### config.mk
export PLATFORM = sky130hd
export DESIGN_NAME = debug_loader_ctrl
export DESIGN_NICKNAME = d
export VERILOG_FILES = /design/src/rtl/debug_loader_ctrl.sv
export SDC_FILE = /design/constraint.sdc
export NUM_CORES = 1
export LEC_CHECK = 0
export ABC_AREA = 1
export CORE_MARGIN = 4
export CORE_UTILIZATION = 40
export DETAILED_ROUTE_END_ITERATION = 10
export SLEW_MARGIN = 0
export SYNTH_ARGS = -nofsm -noshare
export SYNTH_HDL_FRONTEND = slang
export SYNTH_SLANG_ARGS = --single-unit
### constraint.sdc
create_clock -name i_clk -period 1.75 [get_ports i_clk]
set_input_delay 0.35 -clock i_clk [delete_from_list [all_inputs] [get_ports i_clk]]
set_output_delay 0.35 -clock i_clk [all_outputs]
set_load 0.005 [all_outputs]
### src/rtl/debug_loader_ctrl.sv
// debug_loader_ctrl: sequencing controller between the UART debug link and
// the MIPS pipeline. Loads LSB-first bytes into instruction memory, then runs
// or single-steps the pipeline and reports the executed-cycle count over TX.
// Optional feature macro: LOADER_STEP_EN (enables the STEP state).
//
// TX handshake: a byte transfers on every rising edge where o_tx_valid and
// i_tx_ready are both high; o_tx_data/o_tx_valid only change after such an
// edge (or when the first byte is presented), so the sink may stall forever.
module debug_loader_ctrl #(
  parameter int          NB_DATA       = 32,
  parameter int          NB_BYTE       = 8,
  parameter int          N_P_MEM_ADDR  = 128,
  parameter int          NB_P_MEM_ADDR = $clog2(N_P_MEM_ADDR),
  parameter logic [5:0]  HALT_OPCODE   = 6'b111111,
  parameter int          NB_CYCLES     = 32
) (
  input  logic                     i_clk,
  input  logic                     i_reset,
  input  logic [NB_BYTE-1:0]       i_rx_data,
  input  logic                     i_rx_valid,
  output logic [NB_BYTE-1:0]       o_tx_data,
  output logic                     o_tx_valid,
  input  logic                     i_tx_ready,
  output logic                     o_imem_wr_en,
  output logic [NB_P_MEM_ADDR-1:0] o_imem_addr,
  output logic [NB_DATA-1:0]       o_imem_data,
  output logic                     o_cpu_en,
  output logic                     o_cpu_reset,
  input  logic                     i_cpu_halt,
  output logic [2:0]               o_state
);

  typedef enum logic [2:0] {
    LOAD     = 3'd0,
    WAIT_CMD = 3'd1,
    RUN      = 3'd2,
    STEP     = 3'd3,
    REPORT   = 3'd4,
    DONE     = 3'd5
  } state_t;

  localparam logic [NB_BYTE-1:0]       CMD_CONT   = 8'h63; // 'c'
  localparam logic [NB_BYTE-1:0]       CMD_STEP   = 8'h73; // 's'
  localparam logic [NB_BYTE-1:0]       CMD_TICK   = 8'h0A; // '\n'
  localparam logic [NB_BYTE-1:0]       CMD_RELOAD = 8'h72; // 'r'
  localparam int                       NB_TXW     = 4 * NB_BYTE;
  localparam logic [NB_P_MEM_ADDR-1:0] LAST_ADDR  = NB_P_MEM_ADDR'(N_P_MEM_ADDR - 1);

  state_t                   state;
  logic [1:0]               byte_cnt;
  logic [3*NB_BYTE-1:0]     word_buf;
  logic [NB_P_MEM_ADDR-1:0] wr_addr;
  logic [NB_CYCLES-1:0]     cycle_cnt;
  logic [1:0]               tx_idx;

  logic [NB_DATA-1:0]       rx_word;
  logic [NB_TXW-1:0]        cnt_ext;
  logic [1:0]               tx_idx_nxt;
  logic [NB_BYTE-1:0]       tx_byte_cur;
  logic [NB_BYTE-1:0]       tx_byte_nxt;

  assign o_state    = state;
  assign rx_word    = {i_rx_data, word_buf};
  assign cnt_ext    = NB_TXW'(cycle_cnt);
  assign tx_idx_nxt = tx_idx + 2'd1;

  // Select the current and following count bytes for the report sequence.
  always_comb begin
    tx_byte_cur = cnt_ext[tx_idx*NB_BYTE +: NB_BYTE];
    tx_byte_nxt = cnt_ext[tx_idx_nxt*NB_BYTE +: NB_BYTE];
  end

  // Control FSM with all counters and registered outputs.
  always_ff @(posedge i_clk) begin
    if (!i_reset) begin
      state        <= LOAD;
      byte_cnt     <= 2'd0;
      word_buf     <= '0;
      wr_addr      <= '0;
      cycle_cnt    <= '0;
      tx_idx       <= 2'd0;
      o_tx_data    <= '0;
      o_tx_valid   <= 1'b0;
      o_imem_wr_en <= 1'b0;
      o_imem_addr  <= '0;
      o_imem_data  <= '0;
      o_cpu_en     <= 1'b0;
      o_cpu_reset  <= 1'b1;
    end else begin
      o_imem_wr_en <= 1'b0;
      // Every enabled pipeline cycle counts, including the one that sees halt.
      if (o_cpu_en && (cycle_cnt != '1)) cycle_cnt <= cycle_cnt + NB_CYCLES'(1);

      case (state)
        LOAD: begin
          if (i_rx_valid) begin
            byte_cnt <= byte_cnt + 2'd1;
            if (byte_cnt == 2'd3) begin
              o_imem_wr_en <= 1'b1;
              o_imem_addr  <= wr_addr;
              o_imem_data  <= rx_word;
              wr_addr      <= wr_addr + NB_P_MEM_ADDR'(1);
              // Stop on a HALT word or when the last address is written.
              if ((rx_word[NB_DATA-1 -: 6] == HALT_OPCODE) || (wr_addr == LAST_ADDR))
                state <= WAIT_CMD;
            end else begin
              word_buf[byte_cnt*NB_BYTE +: NB_BYTE] <= i_rx_data;
            end
          end
        end

        WAIT_CMD: begin
          o_cpu_reset <= 1'b1;
          if (i_rx_valid && (i_rx_data == CMD_CONT)) begin
            state       <= RUN;
            o_cpu_en    <= 1'b1;
            o_cpu_reset <= 1'b0;
          end
`ifdef LOADER_STEP_EN
          else if (i_rx_valid && (i_rx_data == CMD_STEP)) begin
            state       <= STEP;
            o_cpu_reset <= 1'b0;
          end
`endif
        end

        RUN: begin
          if (i_cpu_halt) begin
            o_cpu_en <= 1'b0;
            state    <= REPORT;
          end
        end

`ifdef LOADER_STEP_EN
        STEP: begin
          o_cpu_en <= 1'b0;
          // Halt takes priority over a same-edge tick or continue.
          if (i_cpu_halt) begin
            state <= REPORT;
          end else if (i_rx_valid && (i_rx_data == CMD_TICK)) begin
            o_cpu_en <= 1'b1;
          end else if (i_rx_valid && (i_rx_data == CMD_CONT)) begin
            o_cpu_en <= 1'b1;
            state    <= RUN;
          end
        end
`endif

        REPORT: begin
          o_cpu_en <= 1'b0;
          if (!o_tx_valid) begin
            // First byte is presented once the final count has settled.
            o_tx_data  <= tx_byte_cur;
            o_tx_valid <= 1'b1;
          end else if (i_tx_ready) begin
            if (tx_idx == 2'd3) begin
              o_tx_valid <= 1'b0;
              state      <= DONE;
            end else begin
              tx_idx    <= tx_idx_nxt;
              o_tx_data <= tx_byte_nxt;
            end
          end
        end

        DONE: begin
          o_cpu_en    <= 1'b0;
          o_cpu_reset <= 1'b0;
          if (i_rx_valid && (i_rx_data == CMD_RELOAD)) begin
            state       <= LOAD;
            byte_cnt    <= 2'd0;
            word_buf    <= '0;
            wr_addr     <= '0;
            cycle_cnt   <= '0;
            tx_idx      <= 2'd0;
            o_imem_addr <= '0;
            o_cpu_reset <= 1'b1;
          end
        end

        default: begin
          state    <= LOAD;
          o_cpu_en <= 1'b0;
        end
      endcase
    end
  end

endmodule

# == Yosys cells after proc, flatten, opt, wreduce, memory -nomap -nowiden ==
# Index checks and enable logic that the tools add are counted.
# totals
out_inout_bits,54
inputBits,13
register_bits,121
# classes
n_eq_ne,24
reduce_logical,17
addsub,5
n_bitwise,1
n_mux,45
n_shift,4
# op_table
operator,n
$mux 32,3
$mux 24,3
$shiftx 32x6->8,2
$pmux 24 s2,1
$mux 7,5
$neg 5->34,1
$shift 8x34->24 const A,1
$shiftx 8x34->24,1
$add 32x1->32 const B,1
$ne 32x32->1 const B,1
$pmux 7 s2,2
$mux 3,9
$bwmux 24,1
$mux 8,3
$ne 2x2->1 const B,12
$eq 8x7->1 const B,2
$pmux 3 s5,1
$reduce_and 3->1,5
$mux 2,5
$reduce_and 9->1,1
$mux 1,8
$pmux 2 s2,2
$reduce_and 4->1,2
$add 7x1->7 const B,1
other kinds (16),23

# == Longest topological paths before layout ==
# logic_depth
depth_word,6
depth_mapped,11
ltp_nobuf,10

# == Worst setup path before layout ==
# No wires, ideal clock.
# synth_path
path_type,flip-flop to flip-flop
start,"register cycle_cnt[0], in the netlist cnt_ext[0]"
end,"register cycle_cnt[2], in the netlist cnt_ext[2]"
n_path_buf,1
path_stages_with_launch,12
arrival_time_ns,1.531
path_slack_ns,0.106
required_time_ns,1.637
synth_period_minus_slack_ns,1.644
cell_sequence,dfxtp_1 ha_1 nand2_1 nor2_1 nand2_1 nor2_4 nand3_2 buf_2 nand3_1 nand2_1 nand2_1 nor2_1
# synth_via
elab_chain_cells,5
elab_cells_between_ends,6
classes_between,add/sub (1); eq/ne (1); mux (3); reduce/logical (1)
# synth_lines
element,line,text
from (decl),53,logic [NB_CYCLES-1:0] cycle_cnt;
from (signal assigned),92,if (o_cpu_en && (cycle_cnt != '1)) cycle_cnt <= cycle_cnt + NB_CYCLES'(1);
"parallel branches: the longest is 2 deep, another holds $add 32x1->32",n/a,
$mux 32 (*),92,
$mux 32,169,if (i_rx_valid && (i_rx_data == CMD_RELOAD)) begin
$mux 32 (*),94,case (state)
# Mark *: on every way between the ends.
# A chain may end at the register's enable or synchronous reset.

# == Final worst setup path ==
# layout_path
start,"register state[1], in the netlist o_state[1]"
end,output o_state[1]
# layout_rtl
element,line,text
from (decl),49,state_t state;
from (signal assigned),76,state <= LOAD;
from (signal assigned),105,state <= WAIT_CMD;
from (signal assigned),115,state <= RUN;
to (decl),30,output logic [2:0] o_state
# No word-level cell between the ends.

==> impl_metrics.env <==
export IMPL_whs_path_depth=2
export IMPL_cp_cell_sequence="clkdlybuf4s50_1"
export IMPL_grt_busiest_layer="met2"
export IMPL_start_kind="flip-flop"
export IMPL_path_class="flip-flop to output port"
export IMPL_ys_seq_area_share_pct=40.15
export IMPL_antenna_found_initial=0
export IMPL_cts_buffer_depth=2
export IMPL_hold_viol=0
export IMPL_layout_min_cycle_time_ns=1.671
export IMPL_grt_max_degree=49
export IMPL_post_drt_wl_per_cell_um=13.65
export IMPL_syn_to_final_growth_pct=32.14
export IMPL_power_leakage_nw=3.288
export IMPL_globalRouteMet1Util_pct=27.38
export IMPL_place_hpwl_mm=12.21
export IMPL_ios=67
export IMPL_rsz0062_at_grt="true"
export IMPL_grt_pass1_vias=5570
export IMPL_clk_insertion_delay_late_ns=0.41
export IMPL_synth_area_mm2=0.006033
export IMPL_die_area_mm2=0.01711
export IMPL_status="complete, no violations"
export IMPL_power_density_mw_per_mm2=832.8
export IMPL_endpoint_kind="output port"
export IMPL_p_int_mw=5.161
export IMPL_muxShareOfSynthArea_pct=0
export IMPL_routed_wl_mm=16.83
export IMPL_syn_inst=921
export IMPL_r2r_cells=8
export IMPL_slew_viol_final=0
export IMPL_path_clk_slew_ns=0.05
export IMPL_switchingPower_mw=1.479
export IMPL_fin_nets=1057
export IMPL_synth_edf_count=0
export IMPL_hold_start="word_buf[4]"
export IMPL_cts_hold_buffers=0
export IMPL_critPathTopFamily="buffers and inverters"
export IMPL_min_delay_worst_endpoint="o_imem_data[4]"
export IMPL_ys_ff_latch=121
export IMPL_critPathBufInv=1
export IMPL_power_mw=6.640
export IMPL_switching_share_pct=22.27
export IMPL_pre_cts_ws_ns=-0.3209
export IMPL_yosys_warnings=0
export IMPL_place_gp_congestion=0.9578
export IMPL_tightest_slew_ns=0.3825
export IMPL_route_vias_total=6081
export IMPL_synth_compound_area_share_pct=14.31
export IMPL_fmax_mhz=598.4
export IMPL_drt_first_pass_iters=5
export IMPL_grt_usage_pct=20.12
export IMPL_avgSynthCellArea_um2=6.551
export IMPL_most_common_layout_cells="215 x nand2_1, 154 x nor2_1, 113 x dfxtp_1"
export IMPL_cap_violations=0
export IMPL_syn_nets=941
export IMPL_r2r_slack_ns=0.10
export IMPL_gr_total_overflow=0
export IMPL_drtAntennaViolNets=0
export IMPL_rows=44
export IMPL_start_util_pct=41.20
export IMPL_die_w_um=130.8
export IMPL_worstPathRequired_ns=1.40
export IMPL_grt_pass1_wl_mm=27.23
export IMPL_clockPowerShare_pct=50.5
export IMPL_fin_crit_sh_pct=95.49
export IMPL_synthArstFlopShare_pct=0
export IMPL_synth_xor_area_share_pct=1.452
export IMPL_core_region_area_mm2=0.01464
export IMPL_ys_flop_type="dfxtp_1"
export IMPL_cts_tree="yes"
export IMPL_drcViolationCount=0
export IMPL_yosys_area_top_type_share_pct=40.15
export IMPL_drive_above_1_share_pct=12.58
export IMPL_setup_ws_ns=0.07898
export IMPL_regToRegEndpoint="word_buf[12]"
export IMPL_die_h_um=130.8
export IMPL_first_iter_violations=566
export IMPL_synthSimpleGateAreaFrac_pct=33.49
export IMPL_worstPathMaxFanout=4
export IMPL_use_met2_pct=31.16
export IMPL_numPortBuffers=66
export IMPL_num_antenna_cells=0
export IMPL_viasPerCell=4.932
export IMPL_seqPwrFrac_pct=42.7
export IMPL_cts_made_buffers=17
export IMPL_synth_adder_area_share_pct=1.452
export IMPL_clockRootBuffer="clkbuf_16"
export IMPL_final_common_cell="nand2_1"
export IMPL_synth_top_area_cell="dfxtp_1"
export IMPL_r2r_start="byte_cnt[1]"
export IMPL_h_tree_depth=4
export IMPL_synth_top_family_by_area="simple AND/OR/NAND/NOR gates"
export IMPL_synth_cell_types=35
export IMPL_clkSinkCount=121
export IMPL_combPwrFrac_pct=6.8
export IMPL_synthTopCellsByArea="dfxtp_1 40%, nand2_1 14%, nor2_1 10%"
export IMPL_crit_arrival_ns=1.32
export IMPL_skew_ns=0.006325
export IMPL_utilization_pct=54.44
export IMPL_tns_ns=0
export IMPL_slowest_delay_ns=0.53
export IMPL_crit_path_top_delay_cell="clkdlybuf4s50_1"
export IMPL_setup_violations=0
export IMPL_hp_class="flip-flop to flip-flop"
export IMPL_global_route_usage_met3_pct=5.244
export IMPL_maxSlewHeadroom_pct=74.44
export IMPL_max_vdd_ir_drop_v=0.0007482
-- how the worst max path moves through the flow --
stage,start,depth (start not counted),end
finish,o_state[1],1,o_state[1]
floorplan,cnt_ext[0],11,cnt_ext[2]
global placement,i_rx_data[3],10,word_buf[2]
CTS,o_state[0],1,o_state[0]
detailed placement,i_rx_data[3],10,word_buf[2]
global route,o_state[1],10,word_buf[3]
-- timing repair --
item | CTS | global route
setup endpoints to repair | 3 | 66
endpoints found under the hold margin | 0 | 0
buffers inserted | 0 | 0
resized for setup | 4 | 22
pin swaps | 0 | 0
-- synthesized netlist by cell type, types with 2 or more instances --
| library cell | instances |
|---|---|
| nand2_2 | 5 |
| xnor2_1 | 4 |
| o21ai_0 | 62 |
| nor3_1 | 6 |
| ha_1 | 7 |
| nor2_1 | 160 |
| a21oi_1 | 89 |
| inv_1 | 98 |
| inv_2 | 3 |
| clkinv_1 | 2 |
| nor2_2 | 2 |
| o21ai_1 | 5 |
| dfxtp_1 | 121 |
| nand4_1 | 26 |
| nand2_1 | 217 |
| o21bai_1 | 2 |
| nand3b_1 | 11 |
| buf_2 | 15 |
| xor2_1 | 6 |
| o22ai_1 | 8 |
| and2_1 | 2 |
| nor3b_1 | 2 |
| nand3_1 | 39 |
| clkbuf_1 | 18 |
-- final cells by class --
| class | count | area, um2 |
|---|---|---|
| fillers | 1476 | 6671 |
| repair buffers | 133 | 1250 |
| well taps | 184 | 230.2 |
| flip-flops and latches | 121 | 2435 |
| clock buffers | 23 | 467.9 |
| inverters | 103 | 386.6 |
| clock inverters | 8 | 96.34 |
| multi-input cells | 661 | 3107 |
-- sequential cells by signal (all words and copies together), names as in the netlist --
register and flops:
o_imem_addr 7, cnt_ext 32, tx_idx 2, word_buf 24, o_imem_wr_en 1, o_state 3, byte_cnt 2, o_cpu_reset 1
wr_addr 7, o_imem_data 32, o_tx_data 8, o_tx_valid 1, o_cpu_en 1
-- power by group through the flow --
stage | registers [mW] | clock network [mW] | logic, mW
global placement | 2.89 | 0 | 0.450
global route | 2.84 | 3.56 | 0.511
CTS | 2.83 | 3.42 | 0.453
detailed placement | 2.89 | 0 | 0.450
floorplan | 2.89 | 0 | 0.240
finish | 2.83 | 3.35 | 0.451
-- cells by family (layout without fill, tap and decap cells) --
family | Yosys count | after routing
XOR/XNOR | 10 | 10
AO/OA/AOI/OAI | 168 | 168
AND/OR/NAND/NOR | 476 | 476
buffers and inverters | 139 | 267
adder cells (fa/ha/maj) | 7 | 7
flip-flops | 121 | 121
-- metrics by stage --
step           instance area, um2  instances  hold WS [ns]
2_1_floorplan                6033        921        0.4297
3_3_place_gp                 7348       1202        0.4398
3_5_place_dp                 7348       1202        0.4434
4_1_cts                      7915       1233        0.4523
5_1_grt                      7973       1233        0.4690
6_report                     7973       1233        0.4508
-- per-layer routing --
metal	up-vias	wire length (um)
met2	158	7334
met1	2710	8133
li1	3183	-
met4	0	374
met5	-	0
met3	30	990
Note: power is estimated with default switching activity, not from simulation.
